===== config.mk =====
export PLATFORM = sky130hd
export DESIGN_NAME = busctl_flat
export DESIGN_NICKNAME = d
export VERILOG_FILES = /design/src/rtl/busctl_if.sv /design/src/rtl/busctl.sv /design/src/flat_wrapper.sv
export SDC_FILE = /design/constraint.sdc
export NUM_CORES = 1
export LEC_CHECK = 0
export ABC_AREA = 1
export BUFFER_PORTS_ARGS = -buffer_cell sky130_fd_sc_hd__clkbuf_2
export CORE_ASPECT_RATIO = 0.75
export CORE_MARGIN = 5
export CORE_UTILIZATION = 50
export CTS_CLUSTER_DIAMETER = 200
export DETAILED_ROUTE_END_ITERATION = 8
export GPL_ROUTABILITY_DRIVEN = 0
export GPL_TIMING_DRIVEN = 1
export PLACE_DENSITY = 0.85
export SYNTH_ARGS = -nofsm -noshare
export SYNTH_HDL_FRONTEND = slang
export SYNTH_SLANG_ARGS = --single-unit

===== constraint.sdc =====
create_clock -name CLK -period 2.24 [get_ports CLK]
set_input_delay 0.224 -clock CLK [delete_from_list [all_inputs] [get_ports CLK]]
set_output_delay 0.224 -clock CLK [all_outputs]
set_load 0.01 [all_outputs]

===== src/rtl/busctl_if.sv =====
// CPU-side bus bundle for the 68030 bus-cycle front end.
// Latency: none, this is a plain signal bundle.
// Backpressure: none; cycle termination comes from the nDSACK pair.
// Ports: master = CPU/bus side (strobe, address, FC, RnW, sensed DSACK),
//        slave  = busctl (chip selects, BERR, OVERLAY).
interface busctl_if;
  logic        nAS;
  logic        RnW;
  logic [2:0]  FC;
  logic [11:0] ADDR;
  logic [1:0]  nDSACK;
  logic        nRAMSEL;
  logic        nROMSEL;
  logic        nIOSEL;
  logic        BERR;
  logic        OVERLAY;

  modport master (
    output nAS, RnW, FC, ADDR, nDSACK,
    input  nRAMSEL, nROMSEL, nIOSEL, BERR, OVERLAY
  );

  modport slave (
    input  nAS, RnW, FC, ADDR, nDSACK,
    output nRAMSEL, nROMSEL, nIOSEL, BERR, OVERLAY
  );
endinterface


===== src/rtl/busctl.sv =====
// Bus-cycle front end: chip-select decode, boot ROM overlay, bus watchdog.
// Latency: selects are combinational; AS/DS are seen 2 clocks late; BERR
//   rises TIMEOUT clocks after WAIT entry. Backpressure: none, DSACK ends a cycle.
// Ports: CLK, RST (async, active-high); bus = busctl_if.slave.
module busctl #(
  parameter int unsigned TIMEOUT = 255  // legal range 2..255
) (
  input  logic     CLK,
  input  logic     RST,
  busctl_if.slave  bus
);

  typedef enum logic [1:0] {
    ST_IDLE  = 2'd0,
    ST_WAIT  = 2'd1,
    ST_ACKED = 2'd2,
    ST_FAULT = 2'd3
  } state_t;

  localparam logic [7:0] TMO_LAST = 8'(TIMEOUT - 1);

  state_t     state_q, state_d;
  logic [7:0] cnt_q, cnt_d;
  logic       berr_q, berr_d;
  logic       overlay_q, overlay_d;
  logic       as1_q, as1_d, as_q, as_d;
  logic       ds1_q, ds1_d, ds_q, ds_d;

  // Region decode on the raw CPU address.
  logic cpu_space, ram_rgn, rom_rgn, io_rgn, cs_en;

  always_comb begin
    cpu_space = (bus.FC == 3'b111);
    ram_rgn   = (bus.ADDR[11:8] == 4'h0);
    rom_rgn   = (bus.ADDR[11:4] == 8'hFF) && (bus.ADDR[3:0] != 4'hF);
    io_rgn    = (bus.ADDR == 12'hFFF);
    cs_en     = ~bus.nAS & ~cpu_space;
  end

  // Overlay steers RAM-region reads to the boot ROM; writes still reach DRAM.
  assign bus.nRAMSEL = ~(cs_en & ram_rgn & (~bus.RnW | ~overlay_q));
  assign bus.nROMSEL = ~(cs_en & (rom_rgn | (ram_rgn & bus.RnW & overlay_q)));
  assign bus.nIOSEL  = ~(cs_en & io_rgn);
  assign bus.BERR    = berr_q;
  assign bus.OVERLAY = overlay_q;

  always_comb begin
    as1_d     = ~bus.nAS;
    as_d      = as1_q;
    ds1_d     = |(~bus.nDSACK);
    ds_d      = ds1_q;
    state_d   = state_q;
    cnt_d     = cnt_q;
    berr_d    = berr_q;
    overlay_d = overlay_q;

    case (state_q)
      ST_IDLE: begin
        berr_d = 1'b0;
        if (as_q) begin
          state_d = ST_WAIT;
          cnt_d   = 8'd0;
          // First real ROM access ends the boot overlay for good.
          if (rom_rgn && !cpu_space) overlay_d = 1'b0;
        end
      end
      ST_WAIT: begin
        // Priority: strobe release, then acknowledge, then terminal count.
        if (!as_q) begin
          state_d = ST_IDLE;
        end else if (ds_q) begin
          state_d = ST_ACKED;
        end else if (cnt_q == TMO_LAST) begin
          state_d = ST_FAULT;
          berr_d  = 1'b1;
        end else begin
          cnt_d = cnt_q + 8'd1;
        end
      end
      ST_ACKED: begin
        if (!as_q) state_d = ST_IDLE;
      end
      ST_FAULT: begin
        berr_d = 1'b1;
        if (!as_q) begin
          state_d = ST_IDLE;
          berr_d  = 1'b0;
        end
      end
      default: state_d = ST_IDLE;
    endcase
  end

  always_ff @(posedge CLK or posedge RST) begin
    if (RST) begin
      state_q   <= ST_IDLE;
      cnt_q     <= 8'd0;
      berr_q    <= 1'b0;
      overlay_q <= 1'b1;
      as1_q     <= 1'b0;
      as_q      <= 1'b0;
      ds1_q     <= 1'b0;
      ds_q      <= 1'b0;
    end else begin
      state_q   <= state_d;
      cnt_q     <= cnt_d;
      berr_q    <= berr_d;
      overlay_q <= overlay_d;
      as1_q     <= as1_d;
      as_q      <= as_d;
      ds1_q     <= ds1_d;
      ds_q      <= ds_d;
    end
  end

endmodule


===== src/flat_wrapper.sv =====
// flat-port wrapper written by rule: the top's interface ports become plain ports
module busctl_flat 
#(
  parameter int unsigned TIMEOUT = 255                       
)
  (CLK, RST, bus_nAS, bus_RnW, bus_FC, bus_ADDR, bus_nDSACK, bus_nRAMSEL, bus_nROMSEL, bus_nIOSEL, bus_BERR, bus_OVERLAY);
  busctl_if bus_i ();
  input  logic CLK;
  input  logic RST;
  input wire logic [$bits(bus_i.nAS)-1:0] bus_nAS;
  input wire logic [$bits(bus_i.RnW)-1:0] bus_RnW;
  input wire logic [$bits(bus_i.FC)-1:0] bus_FC;
  input wire logic [$bits(bus_i.ADDR)-1:0] bus_ADDR;
  input wire logic [$bits(bus_i.nDSACK)-1:0] bus_nDSACK;
  output wire logic [$bits(bus_i.nRAMSEL)-1:0] bus_nRAMSEL;
  output wire logic [$bits(bus_i.nROMSEL)-1:0] bus_nROMSEL;
  output wire logic [$bits(bus_i.nIOSEL)-1:0] bus_nIOSEL;
  output wire logic [$bits(bus_i.BERR)-1:0] bus_BERR;
  output wire logic [$bits(bus_i.OVERLAY)-1:0] bus_OVERLAY;
  assign bus_i.nAS = bus_nAS;
  assign bus_i.RnW = bus_RnW;
  assign bus_i.FC = bus_FC;
  assign bus_i.ADDR = bus_ADDR;
  assign bus_i.nDSACK = bus_nDSACK;
  assign bus_nRAMSEL = bus_i.nRAMSEL;
  assign bus_nROMSEL = bus_i.nROMSEL;
  assign bus_nIOSEL = bus_i.nIOSEL;
  assign bus_BERR = bus_i.BERR;
  assign bus_OVERLAY = bus_i.OVERLAY;
  busctl #(.TIMEOUT(TIMEOUT)) u_core (.CLK(CLK), .RST(RST), .bus(bus_i));
endmodule

; ---- After elaboration in Yosys (flattened, before gate mapping)
; Index checks and enable logic that the tools add are counted.
[classes]
addsub = 1
eq_ne = 15
mux = 16
bitwise = 17
n_reduce_logical = 13
[ops]
columns = op, n
row1 = $mux 8, 4
row2 = $eq 8x8->1 const B, 2
row3 = $pmux 8 s2, 1
row4 = $eq 12x12->1 const B, 1
row5 = $mux 2, 5
row6 = $add 8x1->8 const B, 1
row7 = $ne 4x4->1 const B, 2
row8 = $and 1x1->1, 7
row9 = $not 1->1, 7
row10 = $ne 2x1->1 const B, 3
row11 = $ne 2x2->1 const B, 3
row12 = $pmux 2 s3, 1
row13 = $reduce_and 3->1, 2
row14 = $reduce_and 5->1, 1
row15 = $eq 2x2->1 const B, 2
row16 = $logic_not 4->1, 1
row17 = $mux 1, 4
row18 = $reduce_and 4->1, 1
row19 = $reduce_or 2->1, 2
row20 = $eq 3x3->1 const B, 1
row21 = $pmux 1 s3, 1
row22 = $reduce_bool 3->1, 1
row23 = $eq 2x1->1 const B, 1
row24 = $logic_and 1x1->1, 2
row25 = 5 further kinds, 6
[totals]
regBits = 16
inputBits = 21
out_inout_bits = 5
word_cells = 70

; ---- Logic depth before layout (Yosys ltp)
[logic_depth]
depth_word = 6
ltp_mapped = 9
mapped_depth_nobuf = 9

; ---- Worst setup path before layout
; Ideal clock, no wire load.
[synth_path]
kind = register to register
start = reg u_core.cnt_q[0]
end = reg u_core.cnt_q[6]
setup_ps = 128
arrival_ps = 1138
t_required_ps = 2112
path_slack_ps = 974
stages_incl_launch_ff = 8
n_path_buf = 0
synth_period_minus_slack_ps = 1266
path_cell_list = dfrtp_1 -> inv_1 -> ha_1 -> nand2_1 -> nor2_2 -> nand2_2 -> a21oi_4 -> o21ai_1
[synth_between]
elab_chain_cells = 5
elab_cells_between_ends = 8
classes_between = 1 x add/sub / 2 x eq/ne / 4 x mux / 1 x reduce/logical
[synth_lines]
columns = item, line
row1 = start: declaration, busctl.sv:23  ; logic [7:0] cnt_q, cnt_d;
row2 = start signal: assignment, busctl.sv:106  ; cnt_q <= cnt_d;
row3 = $add 8x1->8, busctl.sv:77  ; cnt_d = cnt_q + 8'd1;
row4 = $mux 8, busctl.sv:73  ; end else if (cnt_q == TMO_LAST) begin
row5 = $mux 8, busctl.sv:71  ; end else if (ds_q) begin
row6 = $mux 8, busctl.sv:69  ; if (!as_q) begin
row7 = $pmux 8 s2, busctl.sv:57  ; case (state_q)
; Several ways; a longest one is shown, not always the timed one. The select of a mux whose other input is x is not followed.
; A chain may end at the register's enable or synchronous reset.

; ---- Worst setup path after layout
[layout_path]
start = reg u_core.overlay_q, in the netlist u_core.bus.OVERLAY
end = out bus_nROMSEL
[layout_between]
elab_chain_cells = 4
[layout_lines]
columns = item, line
row1 = start: declaration, busctl.sv:25  ; logic overlay_q, overlay_d;
row2 = start signal: assignment, busctl.sv:108  ; overlay_q <= overlay_d;
row3 = $and 1x1->1, busctl.sv:42  ; assign bus.nROMSEL = ~(cs_en & (rom_rgn | (ram_rgn & bus.RnW & overlay_q)));
row4 = $or 1x1->1, busctl.sv:42
row5 = $and 1x1->1, busctl.sv:42
row6 = $not 1->1, busctl.sv:42
row7 = end: declaration, flat_wrapper.sv:16  ; output wire logic [$bits(bus_i.nROMSEL)-1:0] bus_nROMSEL;
; Every way passes these cells.

==> metrics.yaml <==
pwr:
  intPower_uw: 433.8
  p_leak_uw: 0.0005237
  power_frac_seq_pct: 54.1
  clock_power_share_pct: 32.1
  swShare_pct: 25.49
  p_per_area_nw_per_um2: 541.0
  power_frac_comb_pct: 13.8
  p_sw_uw: 148.4
  vdd_ir_drop_max_mv: 0.5033
floorplanning:
  coreArea_um2: 1708
  num_rows: 13
  ios: 26
  start_util_pct: 51.94
  die_h_um: 46.48
  die_x_um: 58.64
  dieArea_um2: 2725
sta:
  min_period_ns: 1.459
  final_hold_viol_count: 15
  max_slew_margin_pct: 60.28
  tightest_slew_ns: 0.5951
  setup_viol: 0
  period_share_pct: 65.12
  fmax_mhz: 685.5
  hold_ws_ns: -0.02207
  setup_tns_ns: 0
  maxSlewViolCount: 0
  grt_setup_unrepaired: "false"
  skew_ns: 0.0004718
grt:
  grt_max_degree: 17
  grt-ovfl-total: 0
  grt.total_usage_pct: 14.23
  grt_pass1_wl_um: 2884
  antenna_found_initial: 0
  grt_pass1_vias: 697
cells_and_area:
  area_growth_syn_to_layout_pct: 21.30
  diodes: 0
  final_cells: 168
  fin_area_um2: 1076
  fin_nets: 170
  final_cell_mix: "nand2_1, clkbuf_2, inv_1"
  drive_above_1_share_pct: 25.34
  nFillCells: 152
  mostFrequentLayoutCell: "nand2_1"
place:
  portBuffers: 25
  placed_area_um2: 1040
  placed_cells: 164
  dp_hpwl_um: 1457
setup_path:
  crit_top_cell: "nand2_1"
  cp_slowest_stage_delay_ns: 0.56
  crit_path_max_fanout: 3
  cp.required_ns: 2.02
  cp-start-kind: "register"
  end_kind: "primary output"
  slowest_stage: "dfstp_2"
  cp_cell_sequence: "nand2_1, o21ai_0, nand2_1, clkbuf_2"
  arrival_ns: 1.23
  regToRegSetupSlack_ns: 0.83
  rr_worst_depth: 8
  r2r_end: "u_core.cnt_q[1]"
  criticalPathCategory: "reg2out"
  reg2reg_from: "u_core.cnt_q[0]"
clock_tree:
  clk_latency_ns: 0.28
  hold_buffers: 0
  path_clk_slew_ns: 0.09
  post_cts_buffers: 0
  cts-resized-gates: 0
  clock-root-buffer: "clkbuf_4"
  h-tree-depth: 1
  clk_path_buf_depth: 2
  cts_made_buffers: 3
  cts_tree: "built"
  cts.sinks: 16
drt:
  vias: 800
  wirelength_um: 1760
  wl_per_cell_um: 10.48
  drc_errors: 0
  drtPass1Iterations: 4
  drtIter0Drc: 20
  ant_nets: 0
  via_per_inst: 4.762
yosys:
  synth_cell_types: 23
  netlist_area_um2: 887.1
  syn_inst: 117
  syn-num-nets: 140
  synth.avg_cell_area_um2: 7.582
  seq_area_frac_synth_pct: 45.28
  ys_warn_count: 0
  ys_ff_latch: 16
worst_hold_path:
  hp-class: "in2async"
status:
  status: "complete, but fails checks"
  violations: "hold timing"
flow_run:
  drv_cap: 0
-- Yosys cell counts, drive strengths merged --
cell type,n,area [um2]
nand2,38,147.6
inv,17,63.81
dfrtp,15,375.4
nor2,12,57.55
nand3,9,45.04
o21ai,9,45.04
a21oi,3,26.28
nor3,3,15.01
ha,2,25.02
nand4,2,12.51
a211oi,1,7.510
dfstp,1,26.28
o211ai,1,7.510
o21a,1,7.510
o21bai,1,7.510
xnor2,1,8.760
xor2,1,8.760
-- final cells by class --
class	count	area [um2]	share of cell area (%)
well taps	22	27.53	2.558
inverters	17	63.81	5.930
repair buffers	25	125.1	11.63
flip-flops and latches	16	401.6	37.33
multi-input cells	84	421.7	39.19
clock buffers	4	36.28	3.372
-- power by group through the flow --
stage	logic, uW	registers, uW	clock network, uW
3_5_place_dp	81.0	321	0
5_1_grt	91.8	317	204
4_1_cts	81.9	315	191
2_1_floorplan	47.4	320	0
6_report	80.3	315	187
3_3_place_gp	78.0	319	0
-- cells by family after synthesis --
kind of cell,after synthesis,share of synthesized area [%]
simple gates,64,31.31
fa+ha+maj,2,2.820
buf+inv,17,7.193
xor+xnor,2,1.975
compound gates,16,11.43
flops,16,45.28
-- sequential cells by signal, summed over array words and instances, names as in the netlist --
name / count
u_core.bus.OVERLAY: 1
u_core.as1_q: 1
u_core.ds1_q: 1
u_core.bus.BERR: 1
u_core.as_q: 1
u_core.ds_q: 1
u_core.cnt_q: 8
u_core.state_q: 2
-- worst max-delay path: cells and delay by family (launching register included) --
family	cells	cell delay, ns
simple gates	2	0.12
compound gates	1	0.15
buf+inv	1	0.12
flops	1	0.56
-- layer usage --
| metal | up-vias | GRT usage (%) | share of wire, % |
|---|---|---|---|
| met3 | 2 | 4.202 | 4.5 |
| li1 | 428 | - | - |
| met4 | 0 | 4.525 | 1.3 |
| met2 | 18 | 24.28 | 48 |
| met5 | - | 0 | 0 |
| met1 | 352 | 17.53 | 46 |
-- worst max path at each step --
stage | slack (ns) | startpoint | endpoint | cells past startpoint
floorplan | 0.97 | u_core.cnt_q[0] | u_core.cnt_q[6] | 7
CTS | 0.77 | u_core.bus.OVERLAY | bus_nROMSEL | 4
finish | 0.78 | u_core.bus.OVERLAY | bus_nROMSEL | 4
global route | 0.70 | u_core.cnt_q[0] | u_core.cnt_q[2] | 8
global placement | 0.89 | u_core.cnt_q[0] | u_core.cnt_q[6] | 7
detailed placement | 0.84 | u_core.cnt_q[0] | u_core.cnt_q[6] | 7
-- through the flow --
step	setup WS, ns	util [%]	power, uW
2_1_floorplan	0.9736	-	367.2
3_3_place_gp	0.8873	60.88	397.2
3_5_place_dp	0.8410	60.88	401.6
4_1_cts	0.7701	63.00	587.8
5_1_grt	0.6962	63.00	612.5
6_report	0.7813	63.00	582.1
Note: power is estimated with default switching activity, not from simulation.
